[src/rtl/mul4_seq_if.sv]
// Handshake bundle for the 4x4 sequential multiplier: request side (start, a, b)
// and result side (busy, done, p).
interface mul4_seq_if;
   logic       start;
   logic [3:0] a;
   logic [3:0] b;
   logic       busy;
   logic       done;
   logic [7:0] p;

   modport master (output start, a, b, input busy, done, p);
   modport slave  (input start, a, b, output busy, done, p);
endinterface

[src/rtl/mul4_seq.sv]
// Sequential 4x4 unsigned shift-and-add multiplier using one rca4 per iteration;
// 8-bit product is presented four cycles after an accepted start.
//
// state | meaning
// ------+-----------------------------------------------------------
// IDLE  | waiting for start
// ADD   | one shift-and-add iteration per cycle, cnt 0..3
// DONE  | done pulse, p valid; start here reloads (back-to-back)

module rca4 (
   input  logic [3:0] a,
   input  logic [3:0] b,
   input  logic       cin,
   output logic [3:0] s,
   output logic       cout
);
   logic [4:0] c;

   assign c[0] = cin;
   genvar i;
   generate
      for (i = 0; i < 4; i++) begin : g_bit
         assign s[i]   = a[i] ^ b[i] ^ c[i];
         assign c[i+1] = (a[i] & b[i]) | (c[i] & (a[i] ^ b[i]));
      end
   endgenerate
   assign cout = c[4];
endmodule

module mul4_seq (
   input  logic       clk,
   input  logic       rst,
   mul4_seq_if.slave  bus
);
   localparam logic [1:0] ST_IDLE = 2'd0;
   localparam logic [1:0] ST_ADD  = 2'd1;
   localparam logic [1:0] ST_DONE = 2'd2;

   logic [1:0] state;
   logic [3:0] m;
   logic [3:0] acc;
   logic [3:0] q;
   logic [1:0] cnt;
   logic [7:0] p_r;

   logic [3:0] addend;
   logic [3:0] sum;
   logic       cout;
   logic [7:0] next_pp;
   logic       accept;

   assign addend  = q[0] ? m : 4'd0;
   assign next_pp = {cout, sum, q[3:1]};
   // start is honoured only outside ADD, so an in-flight product is never disturbed
   assign accept  = bus.start && (state == ST_IDLE || state == ST_DONE);

   rca4 u_add (
      .a    (acc),
      .b    (addend),
      .cin  (1'b0),
      .s    (sum),
      .cout (cout)
   );

   always_ff @(posedge clk or posedge rst) begin
      if (rst) begin
         state <= ST_IDLE;
         m     <= 4'd0;
         acc   <= 4'd0;
         q     <= 4'd0;
         cnt   <= 2'd0;
         p_r   <= 8'd0;
      end else begin
         case (state)
            ST_ADD: begin
               acc <= next_pp[7:4];
               q   <= next_pp[3:0];
               cnt <= cnt + 2'd1;
               if (cnt == 2'd3) begin
                  state <= ST_DONE;
                  p_r   <= next_pp;
               end
            end
            ST_IDLE, ST_DONE: begin
               if (accept) begin
                  m     <= bus.a;
                  q     <= bus.b;
                  acc   <= 4'd0;
                  cnt   <= 2'd0;
                  state <= ST_ADD;
               end else begin
                  state <= ST_IDLE;
               end
            end
            default: state <= ST_IDLE;
         endcase
      end
   end

   assign bus.busy = (state == ST_ADD);
   assign bus.done = (state == ST_DONE);
   assign bus.p    = p_r;
endmodule

[src/flat_wrapper.sv]
// flat-port wrapper written by rule: the top's interface ports become plain ports
module mul4_seq_flat 
  (clk, rst, bus_start, bus_a, bus_b, bus_busy, bus_done, bus_p);
  mul4_seq_if bus_i ();
  input  logic clk;
  input  logic rst;
  input wire logic [$bits(bus_i.start)-1:0] bus_start;
  input wire logic [$bits(bus_i.a)-1:0] bus_a;
  input wire logic [$bits(bus_i.b)-1:0] bus_b;
  output wire logic [$bits(bus_i.busy)-1:0] bus_busy;
  output wire logic [$bits(bus_i.done)-1:0] bus_done;
  output wire logic [$bits(bus_i.p)-1:0] bus_p;
  assign bus_i.start = bus_start;
  assign bus_i.a = bus_a;
  assign bus_i.b = bus_b;
  assign bus_busy = bus_i.busy;
  assign bus_done = bus_i.done;
  assign bus_p = bus_i.p;
  mul4_seq u_core (.clk(clk), .rst(rst), .bus(bus_i));
endmodule
[config.mk]
export PLATFORM = sky130hd
export DESIGN_NAME = mul4_seq_flat
export DESIGN_NICKNAME = d
export VERILOG_FILES = /design/src/rtl/mul4_seq_if.sv /design/src/rtl/mul4_seq.sv /design/src/flat_wrapper.sv
export SDC_FILE = /design/constraint.sdc
export NUM_CORES = 1
export LEC_CHECK = 0
export ABC_AREA = 0
export BUFFER_PORTS_ARGS = -buffer_cell sky130_fd_sc_hd__buf_2
export CAP_MARGIN = 20
export CORE_UTILIZATION = 50
export CTS_BUF_LIST = sky130_fd_sc_hd__clkbuf_8
export CTS_CLUSTER_DIAMETER = 40
export CTS_CLUSTER_SIZE = 12
export DETAILED_ROUTE_END_ITERATION = 12
export PLACE_DENSITY = 0.81
export SLEW_MARGIN = 20
export SYNTH_ARGS = -nofsm -noshare
export SYNTH_HDL_FRONTEND = slang
export SYNTH_SLANG_ARGS = --single-unit
[constraint.sdc]
create_clock -name clk -period 2.1 [get_ports clk]
set_input_delay 0.21 -clock clk [delete_from_list [all_inputs] [get_ports clk]]
set_output_delay 0.21 -clock clk [all_outputs]
set_load 0.03 [all_outputs]
# Word level (Yosys, flattened, before mapping)
# Cells that the tools add are included.
# W data, S select, Z words.
totals:
  regBits: 24
  latchBits: 0
  ramBits: 0
  romBits: 0
  inputBits: 11
  output_inout_bits: 10
  memories: 0
classes:
  add_sub_neg: 1
  multipliers: 0
  div: 0
  order_cmp: 0
  eq_ne: 5
  shift: 0
  muxes: 10
  n_bitwise: 17
  n_reduce_logical: 8
ops:
  columns: ["op", "n"]
  rows:
  - ["$pmux W4 S2", 2]
  - ["$mux W4", 3]
  - ["$pmux W2 S2", 2]
  - ["$and A1 B1 Y1", 7]
  - ["$xor A1 B1 Y1", 7]
  - ["$reduce_and A2 Y1", 3]
  - ["$eq A2 B2 Y1 const B", 2]
  - ["$mux W2", 2]
  - ["$ne A2 B1 Y1 const B", 2]
  - ["$or A1 B1 Y1", 3]
  - ["$add A2 B1 Y2 const B", 1]
  - ["$eq A2 B1 Y1 const B", 1]
  - ["$logic_not A2 Y1", 1]
  - ["$reduce_bool A2 Y1", 1]
  - ["$reduce_or A2 Y1", 1]
  - ["$logic_and A1 B1 Y1", 1]
  - ["$logic_or A1 B1 Y1", 1]
  - ["$mux W1", 1]

# Longest topological paths before layout
logic_depth:
  depth_word: 9
  mapped_depth: 7

# Cells and area by module
# Synthesis repeated with hierarchy kept, for this count alone.
hier_totals:
  hier_cells: 110
  area_unflattened_um2: 1233.7
by_module_without_submodules:
  columns: ["mod", "n_inst", "cells_each", "area_each_um2"]
  rows:
  - ["mul4_seq", 1, 96, 1116.1]
  - ["rca4", 1, 14, 117.6]

# Worst setup path before layout
# OpenSTA, ideal clock, no wires.
synth_timing:
  kind: "register to register"
  start: "register u_core.q[0]"
  end: "register u_core.p_r[6] (netlist: u_core.bus.p[6])"
  t_arrival_ns: 1.971
  required_time_ns: 1.974
  path_slack_ns: 0.002
  stages_incl_launch_ff: 8
  n_path_buf: 0
  period_less_slack_ns: 2.098
  cell_sequence: "dfrtp_1 and2_1 ha_1 inv_1 fa_1 fa_1 fa_1 o21ai_0"
synth_via:
  elab_chain_len: 7
  word_cells_on_any_way: 12
synth_rtl:
  columns: ["item", "line", "rtl"]
  rows:
  - ["from (decl)", "mul4_seq.sv:42", "logic [3:0] q;"]
  - ["from (signal assigned)", "mul4_seq.sv:77", "q <= next_pp[3:0];"]
  - ["from (signal assigned)", "mul4_seq.sv:87", "q <= bus.b;"]
  - ["$mux W4 *", "mul4_seq.sv:52", "assign addend = q[0] ? m : 4'd0;"]
  - ["$and A1 B1 Y1 / $xor A1 B1 Y1 (equally long branches)", "mul4_seq.sv:24", "assign c[i+1] = (a[i] & b[i]) | (c[i] & (a[i] ^ b[i]));"]
  - ["$and A1 B1 Y1", "mul4_seq.sv:24", null]
  - ["$or A1 B1 Y1", "mul4_seq.sv:24", null]
  - ["$and A1 B1 Y1", "mul4_seq.sv:24", null]
  - ["$or A1 B1 Y1", "mul4_seq.sv:24", null]
  - ["$xor A1 B1 Y1 *", "mul4_seq.sv:23", "assign s[i] = a[i] ^ b[i] ^ c[i];"]
  - ["to (signal assigned)", "mul4_seq.sv:81", "p_r <= next_pp;"]
  - ["to (decl)", "mul4_seq.sv:44", "logic [7:0] p_r;"]
# Mark *: on every way between the ends. The rest lies on a longest branch, timed or not.
# A chain may end at the register's enable or synchronous reset.

# Worst setup path after layout
layout_timing:
  start: "register u_core.m[0]"
  end: "register u_core.p_r[6] (netlist: u_core.bus.p[6])"
layout_via:
  elab_chain_len: 7
layout_rtl:
  columns: ["item", "line", "rtl"]
  rows:
  - ["from (decl)", "mul4_seq.sv:40", "logic [3:0] m;"]
  - ["from (signal assigned)", "mul4_seq.sv:86", "m <= bus.a;"]
  - ["$mux W4", "mul4_seq.sv:52", null]
  - ["$and A1 B1 Y1 (2 in a row)", "mul4_seq.sv:24", null]
  - ["$or A1 B1 Y1", "mul4_seq.sv:24", null]
  - ["$and A1 B1 Y1", "mul4_seq.sv:24", null]
  - ["$or A1 B1 Y1", "mul4_seq.sv:24", null]
  - ["$xor A1 B1 Y1", "mul4_seq.sv:23", null]
# No other way between the ends.

==> metrics.txt <==
Core Footprint 2020 um2; syn_nets between 100 and 150; commonest non-fill, non-tap cell in the layout dfrtp_1; Synth Warn # 0; DRC violation count after routing 0; Die Ht ~50 um; layout cells sized above 1 40.9%; leakage between 0.6 and 0.7 nW; final cycle utilization of the critical path a little over nine tenths; row count 16; GR Overflow Total 0; first-pass GRT wire length a little over 3000 um; TritonCTS clock tree done; setup_tns 0 ns; initial antenna violation count 0; number of DRC markers in iteration 0 5; total die area 2410 um2; post-DP HPWL between 1000 and 1500 um; Worst-Skew Late Latency 0.26 ns; commonest non-fill, non-tap cells in the layout dfrtp_1, buf_2, nand2_1; CTS root buffer clkbuf_8; die width a little under 50 um; flops & latches, synth 24; Worst setup EP type register; critical path type register to register; drt first pass iters 2; final core utilization 65.0%; vias in the first global route about 700; cts bufs inserted 3; Netlist Area Pre-Place between 1000 and 1500 um2; Tightest Pin Transition roughly 0.37 ns; vias per cell 5.09; maxcap violations 0; status finished, final reports clean; Slew headroom roughly three quarters; proportion of synthesized chip area in sequential cells between 50% and 60%; Final Wtd Congestion ~0.75; Routed Antenna Nets 0; clock skew about 0.0050 ns; critical path arrival 2.17 ns; Cells after Synth 91; Yosys cell types 23; Tmin final between 2 and 2.5 ns; ant diodes 0; Layout Nets between 100 and 150; required time of the critical path around 2.3 ns; CTS sink cnt 24; Post-Route WL 1910 um; H-tree Lvls 1; Longest Clk Path Bufs 2; fmax 495 MHz; PwrDens between 1500 and 2000 nW/um2; Port Buf Inserts 20; Initial Utilization a little over half; class of the worst hold path input pin to register; RSZ-0062 raised after global routing true; Mapped Avg Cell Area between 10 and 15 um2; Total GRT Usage roughly 17%; Vias 723; Max VDD drop between 0.0009 and 0.001 V; largest net degree at the start of global routing 25; I/O Pins 21; Area growth syn-to-layout 18.2%; worst-path maximum fanout 2; Setup-failing EPs final 0; CP Launch Type register; Wirelength per Cell between 10 and 15 um; fin. max-slew vios 0; final hold vios 0; Clk pin slew, worst setup/hold paths approximately 0.080 ns
[power by group]
part           total (mW)  internal [mW]  switching, mW  leakage (nW)
sequential          0.820          0.677          0.143         0.293
combinational        1.05          0.479          0.575         0.351
clock               0.307          0.167          0.140        0.0288
[stage by stage]
stage	worst slack [ns]	cell area, um2	hold slack, ns	cells	power, mW
2_1_floorplan	0.00242	1110	0.225	91	1.62
3_3_place_gp	0.0324	1220	0.260	136	1.78
3_5_place_dp	-0.0396	1220	0.272	136	1.82
4_1_cts	0.0115	1290	0.171	141	2.14
5_1_grt	-0.0189	1310	0.174	142	2.34
6_report	0.0794	1310	0.174	142	2.18
[sequential cells by signal (all words and copies together), names as in the netlist]
name,count
u_core.acc,4
u_core.bus.p,8
u_core.cnt,2
u_core.m,4
u_core.q,4
u_core.state,2
[synthesized netlist by cell type, drive strengths merged]
master	number	area, um2
mux2	7	97.6
dfrtp	24	601
ha	2	25.0
buf	4	38.8
and2	1	6.26
nand2	11	41.3
nand2b	2	20.0
a21o	1	8.76
o2bb2ai	3	26.3
nor2	1	6.26
and2b	1	8.76
fa	3	60.1
o22ai	4	25.0
a21oi	4	20.0
inv	11	41.3
nand3b	1	20.0
a22o	2	20.0
o21ai	9	45.0
[worst max-delay path, cell delays in order, from the launching register on]
cell and delay (ns):
dfrtp_1 0.35, and2_4 0.15, ha_4 0.11, inv_2 0.03
fa_2 0.33, fa_2 0.34, fa_1 0.51, o21ai_1 0.08
[repair_timing]
action	4_1_cts	5_1_grt
setup endpoints to repair	2	4
gates resized for setup	2	5
hold buffers	1	0
buffers inserted	0	1
endpoints found under the hold margin	24	0
[routing by layer]
metal  track usage [%]  wire [um]
met1              22.6        894
met3              4.36         70
met5                 0          0
met2              26.7        913
met4              9.80         34
[worst paths after layout]
| path | endpoint | slack, ns | start | depth (start not counted) |
|---|---|---|---|---|
| min reg2reg | u_core.bus.p[0] | 0.49 | u_core.bus.p[0] | 2 |
| min in group asynchronous | u_core.q[2] | 0.52 | rst | 4 |
| max | u_core.bus.p[6] | 0.08 | u_core.m[0] | 7 |
| max in group asynchronous | u_core.acc[2] | 1.35 | rst | 4 |
| min | u_core.m[1] | 0.17 | bus_a[1] | 2 |
| max reg2reg | u_core.bus.p[6] | 0.08 | u_core.m[0] | 7 |
[logic make-up (layout without fill, tap and decap cells)]
family                   Yosys count  in the layout  share of synthesized area, %
buffers and inverters             15             39                          7.21
AO/OA/AOI/OAI                     23             23                          13.1
adder cells (fa/ha/maj)            5              5                          7.66
multiplexers                       7              7                          8.78
AND/OR/NAND/NOR                   17             17                          9.24
flip-flops                        24             24                          54.1
[layout make-up]
cell class	instances	area (um2)
Sequential cell	24	601
Multi-Input combinational cell	52	450
Inverter	11	41.3
Timing Repair Buffer	24	133
Clock buffer	4	55.1
Fill cell	154	708
Tap cell	27	33.8
Note: power is estimated with default switching activity, not from simulation.
